===== config.mk =====
export PLATFORM = sky130hd
export DESIGN_NAME = if_id_buf_flat
export DESIGN_NICKNAME = d
export VERILOG_FILES = /design/src/rtl/if_id_buf_pkg.sv /design/src/rtl/if_id_buf_if.sv /design/src/rtl/if_id_buf.sv /design/src/flat_wrapper.sv
export SDC_FILE = /design/constraint.sdc
export NUM_CORES = 1
export LEC_CHECK = 0
export CAP_MARGIN = 20
export CORE_MARGIN = 4
export CORE_UTILIZATION = 28
export DETAILED_ROUTE_END_ITERATION = 7
export PLACE_DENSITY = 0.61
export SETUP_SLACK_MARGIN = 0.05
export SYNTH_ARGS = -nofsm -noshare
export SYNTH_HDL_FRONTEND = slang
export SYNTH_SLANG_ARGS = --single-unit

===== constraint.sdc =====
create_clock -name clk -period 7.85 [get_ports clk]
set_input_delay 1.57 -clock clk [delete_from_list [all_inputs] [get_ports clk]]
set_output_delay 1.57 -clock clk [all_outputs]
set_load 0.1 [all_outputs]

===== src/rtl/if_id_buf_pkg.sv =====
// if_id_buf_pkg: shared constants and types for the IF/ID decoupling buffer.
// Holds the reset level, default depth, queue-operation encoding and a helper.
package if_id_buf_pkg;

    localparam logic RST_ENABLE = 1'b1;
    localparam int IF_ID_DEPTH = 2;

    // Encoding is {push, pop} so the op can be built by a plain cast.
    typedef enum logic [1:0] {
        OP_IDLE = 2'b00,
        OP_POP  = 2'b01,
        OP_PUSH = 2'b10,
        OP_BOTH = 2'b11
    } q_op_e;

    function automatic bit is_pow2(input int n);
        return (n > 0) && ((n & (n - 1)) == 0);
    endfunction

endpackage


===== src/rtl/if_id_buf_if.sv =====
// if_id_buf_if: fetch-side and decode-side valid/ready handshake bundle.
// master = fetch/decode stages (drive if_*, id_ready); slave = the buffer.
interface if_id_buf_if #(
    parameter int ADDR_W = 32,
    parameter int INST_W = 32
);

    logic              if_valid;
    logic              if_ready;
    logic [ADDR_W-1:0] if_pc;
    logic [INST_W-1:0] if_inst;
    logic              id_valid;
    logic              id_ready;
    logic [ADDR_W-1:0] id_pc;
    logic [INST_W-1:0] id_inst;

    modport master (
        output if_valid, if_pc, if_inst, id_ready,
        input  if_ready, id_valid, id_pc, id_inst
    );

    modport slave (
        input  if_valid, if_pc, if_inst, id_ready,
        output if_ready, id_valid, id_pc, id_inst
    );

endinterface


===== src/rtl/if_id_buf.sv =====
// if_id_buf: DEPTH-entry circular queue of (pc, inst) between fetch and decode.
// Ports: clk, rst (sync, active-high), flush, bus (slave handshake), count.
module if_id_buf
    import if_id_buf_pkg::*;
#(
    parameter  int ADDR_W = 32,
    parameter  int INST_W = 32,
    parameter  int DEPTH  = IF_ID_DEPTH,
    localparam int CNT_W  = $clog2(DEPTH + 1)
) (
    input  logic             clk,
    input  logic             rst,
    input  logic             flush,
    if_id_buf_if.slave       bus,
    output logic [CNT_W-1:0] count
);

    localparam int PTR_W = $clog2(DEPTH);

    generate
        if (!is_pow2(DEPTH) || DEPTH < 2) begin : g_bad_depth
            $error("if_id_buf: DEPTH must be a power of two >= 2");
        end
    endgenerate

    logic [ADDR_W-1:0] pc_q   [DEPTH];
    logic [INST_W-1:0] inst_q [DEPTH];
    logic [PTR_W-1:0]  wr_ptr;
    logic [PTR_W-1:0]  rd_ptr;
    logic              push;
    logic              pop;
    logic              clear;
    q_op_e             op;

    // Ready/valid come from registered occupancy only, so a decode stall
    // never reaches fetch combinationally.
    assign bus.if_ready = (count != CNT_W'(DEPTH));
    assign bus.id_valid = (count != '0);
    assign bus.id_pc    = bus.id_valid ? pc_q[rd_ptr]   : '0;
    assign bus.id_inst  = bus.id_valid ? inst_q[rd_ptr] : '0;

    assign push  = bus.if_valid & bus.if_ready;
    assign pop   = bus.id_valid & bus.id_ready;
    assign clear = (rst == RST_ENABLE) | flush;

    always_comb begin
        op = q_op_e'({push, pop});
    end

    // Storage is not cleared; entries past count are don't-care.
    always_ff @(posedge clk) begin
        if (push && !clear) begin
            pc_q[wr_ptr]   <= bus.if_pc;
            inst_q[wr_ptr] <= bus.if_inst;
        end
    end

    always_ff @(posedge clk) begin
        if (clear) begin
            wr_ptr <= '0;
            rd_ptr <= '0;
            count  <= '0;
        end else begin
            if (push) begin
                wr_ptr <= wr_ptr + PTR_W'(1);
            end
            if (pop) begin
                rd_ptr <= rd_ptr + PTR_W'(1);
            end
            unique case (op)
                OP_PUSH: count <= count + CNT_W'(1);
                OP_POP:  count <= count - CNT_W'(1);
                OP_IDLE: count <= count;
                OP_BOTH: count <= count;
            endcase
        end
    end

endmodule


===== src/flat_wrapper.sv =====
// flat-port wrapper written by rule: the top's interface ports become plain ports
module if_id_buf_flat import if_id_buf_pkg::*;
#(
    parameter  int ADDR_W = 32,
    parameter  int INST_W = 32,
    parameter  int DEPTH  = IF_ID_DEPTH,
    localparam int CNT_W  = $clog2(DEPTH + 1)
)
  (clk, rst, flush, count, bus_if_valid, bus_if_pc, bus_if_inst, bus_id_ready, bus_if_ready, bus_id_valid, bus_id_pc, bus_id_inst);
  if_id_buf_if #(.ADDR_W(ADDR_W), .INST_W(INST_W)) bus_i ();
  input  logic clk;
  input  logic rst;
  input  logic flush;
  output logic [CNT_W-1:0] count;
  input wire logic [$bits(bus_i.if_valid)-1:0] bus_if_valid;
  input wire logic [$bits(bus_i.if_pc)-1:0] bus_if_pc;
  input wire logic [$bits(bus_i.if_inst)-1:0] bus_if_inst;
  input wire logic [$bits(bus_i.id_ready)-1:0] bus_id_ready;
  output wire logic [$bits(bus_i.if_ready)-1:0] bus_if_ready;
  output wire logic [$bits(bus_i.id_valid)-1:0] bus_id_valid;
  output wire logic [$bits(bus_i.id_pc)-1:0] bus_id_pc;
  output wire logic [$bits(bus_i.id_inst)-1:0] bus_id_inst;
  assign bus_i.if_valid = bus_if_valid;
  assign bus_i.if_pc = bus_if_pc;
  assign bus_i.if_inst = bus_if_inst;
  assign bus_i.id_ready = bus_id_ready;
  assign bus_if_ready = bus_i.if_ready;
  assign bus_id_valid = bus_i.id_valid;
  assign bus_id_pc = bus_i.id_pc;
  assign bus_id_inst = bus_i.id_inst;
  if_id_buf #(.ADDR_W(ADDR_W), .INST_W(INST_W), .DEPTH(DEPTH)) u_core (.clk(clk), .rst(rst), .flush(flush), .bus(bus_i), .count(count));
endmodule

### Word-level counts from Yosys, hierarchy flattened

Memories as Yosys holds them, arrays and structs flattened. A register that Yosys moved wholly into a read port is not among the register bits.
Index checks and enable logic that the tools add are counted.
Widths: inputs -> output; s select.

* $add $sub $neg: 4
* equality and inequality tests: 4
* muxes and demuxes: 9
* bitwise logic cells: 3
* reduce and logical (&&, ||, !) cells: 5

Operators with widths (number)
* $mux 32: 2
* $mux 1: 6
* $eq 2x2->1 const B: 2
* $pmux 2 s2: 1
* $add 1x1->1 const B: 2
* $add 2x1->2 const B: 1
* $and 1x1->1: 2
* $eq 2x1->1 const B: 1
* $logic_not 2->1: 1
* $ne 2x2->1 const B: 1
* $reduce_bool 2->1: 1
* $reduce_or 2->1: 1
* $sub 2x1->2 const B: 1
* $logic_and 1x1->1: 1
* $logic_not 1->1: 1
* $or 1x1->1: 1

* bits in registers: 4
* memory bits (writable): 128
* input port bits: 69
* output and inout port bits: 68
* word-level logic and storage cells: 30
* memories kept: 2

Memory list
* u_core.inst_q: words 2, width 32, rd ports 1, clocked after memory_dff 1, write ports 1, RTL line if_id_buf.sv:27 `logic [INST_W-1:0] inst_q [DEPTH];`
* u_core.pc_q: words 2, width 32, rd ports 1, clocked after memory_dff 1, write ports 1, RTL line if_id_buf.sv:26 `logic [ADDR_W-1:0] pc_q [DEPTH];`

### Depth between registers and ports, before layout

* word-level depth: 5
* depth in mapped cells: 6
* depth with buffers taken out: 6

### Least setup slack after synthesis

OpenSTA, ideal clock, no wires.

* kind: reg-to-reg
* from: reg u_core.count[0]
* to: mem u_core.inst_q[0][0], enable pin
* library setup time: 0.564 ns
* arrival time: 6.550 ns
* required time: 7.286 ns
* setup slack: 0.736 ns
* stages on the path, launching flop included: 4
* buffers on the path: 0
* clock period less this slack: 7.114 ns
* path through: dfxtp_1 -> nand2b_1 -> nand2_1 -> nor3_1

* cells in the longest elaborated chain, start to end: 5

Ends and longest elaborated chain
* from (decl): RTL line if_id_buf.sv:15 `output logic [CNT_W-1:0] count`
* from (signal assigned): RTL line if_id_buf.sv:71 `OP_PUSH: count <= count + CNT_W'(1);`
* from (signal assigned): RTL line if_id_buf.sv:72 `OP_POP: count <= count - CNT_W'(1);`
* from (signal assigned): RTL line if_id_buf.sv:73 `OP_IDLE: count <= count;`
* $ne 2x2->1: RTL line if_id_buf.sv:37 `assign bus.if_ready = (count != CNT_W'(DEPTH));`
* named net bus_if_ready: RTL line flat_wrapper.sv:19 `output wire logic [$bits(bus_i.if_ready)-1:0] bus_if_ready;`
* $and 1x1->1: RTL line if_id_buf.sv:42 `assign push = bus.if_valid & bus.if_ready;`
* $logic_and 1x1->1: RTL line if_id_buf.sv:52 `if (push && !clear) begin`
* $mux 1: RTL line if_id_buf.sv:52
* $mux 1 (implied by the code): RTL line if_id_buf.sv:54 `inst_q[wr_ptr] <= bus.if_inst;`
* to (decl): RTL line if_id_buf.sv:27

The timed path passes the listed nets, and every way through them passes these cells.

==> metrics <==
status=completed; #FFs+latches synth=133; CTS Buffer Depth=2; Final ANT Viol Nets=0; final setup violation count=0; net count after synthesis=369; max frequency=0.222 GHz; root buf cell=clkbuf_16; Worst Hold Depth=2; Post-DP Area=6680 µm²; Synth top area share=76.2%; Global Route Usage Sum=10.3%; Finished Cell Area=7160 µm²; clock-pin slew on the worst setup and hold paths=0.05 ns; Tcrit/Tclk final=57.3%; Synth area leader=edfxtp_1; via count=2,904; setup TNS=0 ns; clock skew=0.00744 ns; Peak VDD IR=138 µV; max-cap viol count=0; register area=3950 µm²; area delta synth->final=42.0%; min-delay worst type=flop to flop; crit end category=output port; hold buffer count at cts=0; reg2reg start=u_core.count[0]$_SDFFE_PP0N_; synth warn=0; Worst R2R Setup Slack=5.77 ns; top_reg_cell synth=edfxtp_1; CP max stage cell=clkdlybuf4s50_1; first-pass GRT wire length=16,000 µm; Pwr Density=239 nW/µm²; critical-path cell list=buf_16 > mux2i_1 > nor2_1 > clkdlybuf4s50_1; Post-Route WL=10,200 µm; row cnt=48; number of gates resized after CTS=0; clk_lat worst skew=0.40 ns; initial antenna violation count=0; CTS H-Tree Depth=4; Die X=142 µm; pin count of the biggest net entering global routing=66; GRT overflow=0; GPL Wtd Cong=0.732; Hold Vio Cnt, Final=0; vias in the first global route=3,113; diode count=0; Total Nets Final=514; DR pass1 iterations=4; initial DRC count=89; IO Pins=137; async set-reset flop share out of synthesis=0%; share of cells above drive strength 1=7.03%; Synth Instances=299; RSZ-0062 raised after global routing=no; Arrival @ worst endpoint=2.93 ns; CTS tree=yes; Worst slew margin=33.8%; CTS Buf Count=17; Mapped Area=5040 µm²; CP max stage delay=1.17 ns; Reg2Reg Depth=4; worst-margin pin slew=0.990 ns; count leader, synth=edfxtp_1; area of the multi-input gates=1020 µm²; Setup Crit Path Kind=flop to output port; DIE AREA=20,200 µm²; syn_area_per_cell=16.9 µm²; Post-synth EDFFs=128; CP Launch Type=flop; filler cell count=1,602; Final Core Density=41.0%; r2r endpoint=u_core.inst_q[1][17]$_DFFE_PP_; most instantiated cells after synthesis=128 x edfxtp_1, 68 x nor2_1, 64 x mux2i_1; top cells by area, synth=edfxtp_1 76%, mux2i_1 13%, nor2_1 5.1%; Slew Limit Fails=0; die span in y=142 µm; DPL Wire Length=6560 µm; Critical Path RT=6.28 ns; Clock Sinks=133; drt via density=4.27; Initial Utilization=28.9%; CP Max Fanout=33; Leakage Power=2.26 nW; sequential area share after synthesis=78.2%; DRC errors left=0; Hold Path Origin=u_core.rd_ptr$_SDFFE_PP0N_; Core Region=17,500 µm²; Port Buffers=136; Post-CTS Setup Repair Bufs=0; unique cell type count in the Yosys netlist=20; min Tclk post-route=4.50 ns; Routed WL per cell=14.9 µm
layout by cell type, fill, tap and decap left out, types with 2 or more instances in the layout:
cell / n
a21oi_1: 2
buf_4: 4
clkbuf_1: 6
clkbuf_16: 17
clkdlybuf4s50_1: 136
clkinv_1: 2
clkinv_2: 4
dfxtp_1: 4
edfxtp_1: 128
inv_1: 3
mux2i_1: 64
nor2_1: 67
nor3_2: 2
o21ai_0: 2
xor2_1: 2
sequential cells by signal, indices dropped and copies added (netlist names), named ones only:
register	count
u_core.rd_ptr	1
u_core.pc_q	64
u_core.inst_q	64
u_core.wr_ptr	1
u_core.count	2
layout make-up:
cell class | instances | share of cell area (%)
clock buffers | 23 | 6.26
well taps | 225 | 3.93
inverters | 3 | 0.157
repair buffers | 141 | 19.8
clock inverters | 7 | 0.489
multi-input cells | 148 | 14.2
flip-flops and latches | 133 | 55.1
per-layer routing:
layer / routed length [µm] / part of all wire [%] / global-route usage, %
met2: 4820 / 47 / 16.2
met1: 4420 / 44 / 12.8
met5: 0 / 0 / 0
met3: 791 / 7.8 / 4.57
met4: 117 / 1.2 / 3.43
critical path: cells and delay by family (launching register included):
family,cells,cell delay (ns)
flip-flops,1,0.73
multiplexers,1,0.11
AND/OR/NAND/NOR,1,0.19
buffers and inverters,2,1.47
where the power goes:
part	switching [W]	leakage [nW]	internal, W
logic	0.000188	0.824	0.0000756
registers	0.00000600	1.20	0.000794
clock network	0.000255	0.236	0.000394
cell families (layout without fill, tap and decap cells):
logic type      count (synthesis)  in the layout  synth area share, %
flops                         133            133                 78.2
simple gates                   75             75                 5.81
mux                            64             64                 12.7
buf+inv                        18            174                 1.96
compound gates                  5              5                0.546
xor+xnor                        3              3                0.521
fa+ha+maj                       1              1                0.248
per-stage QoR:
| step | hold slack (ns) | power [W] | std cells | setup WS (ns) |
|---|---|---|---|---|
| 6_report | 0.502 | 0.00171 | 680 | 3.35 |
| 5_1_grt | 0.547 | 0.00179 | 680 | 3.23 |
| 4_1_cts | 0.506 | 0.00174 | 680 | 3.28 |
| 3_5_place_dp | 0.492 | 0.00108 | 650 | 3.73 |
| 3_3_place_gp | 0.490 | 0.00108 | 649 | 3.54 |
| 2_1_floorplan | 0.472 | 0.000993 | 299 | 0.736 |
worst max path at each step:
stage / depth (start not counted) / from / endpoint / slack (ns)
after floorplan: 3 / u_core.count[0]$_SDFFE_PP0N_ / u_core.inst_q[0][0]$_DFFE_PP_ / 0.74
after global placement: 3 / flop / bus_id_inst[31] / 3.54
after detailed placement: 4 / flop / bus_id_inst[31] / 3.73
after CTS: 4 / flop / bus_id_inst[31] / 3.28
after global routing: 4 / flop / bus_id_inst[31] / 3.23
final: 4 / flop / bus_id_inst[31] / 3.35
(Power assumes the default switching activity.)
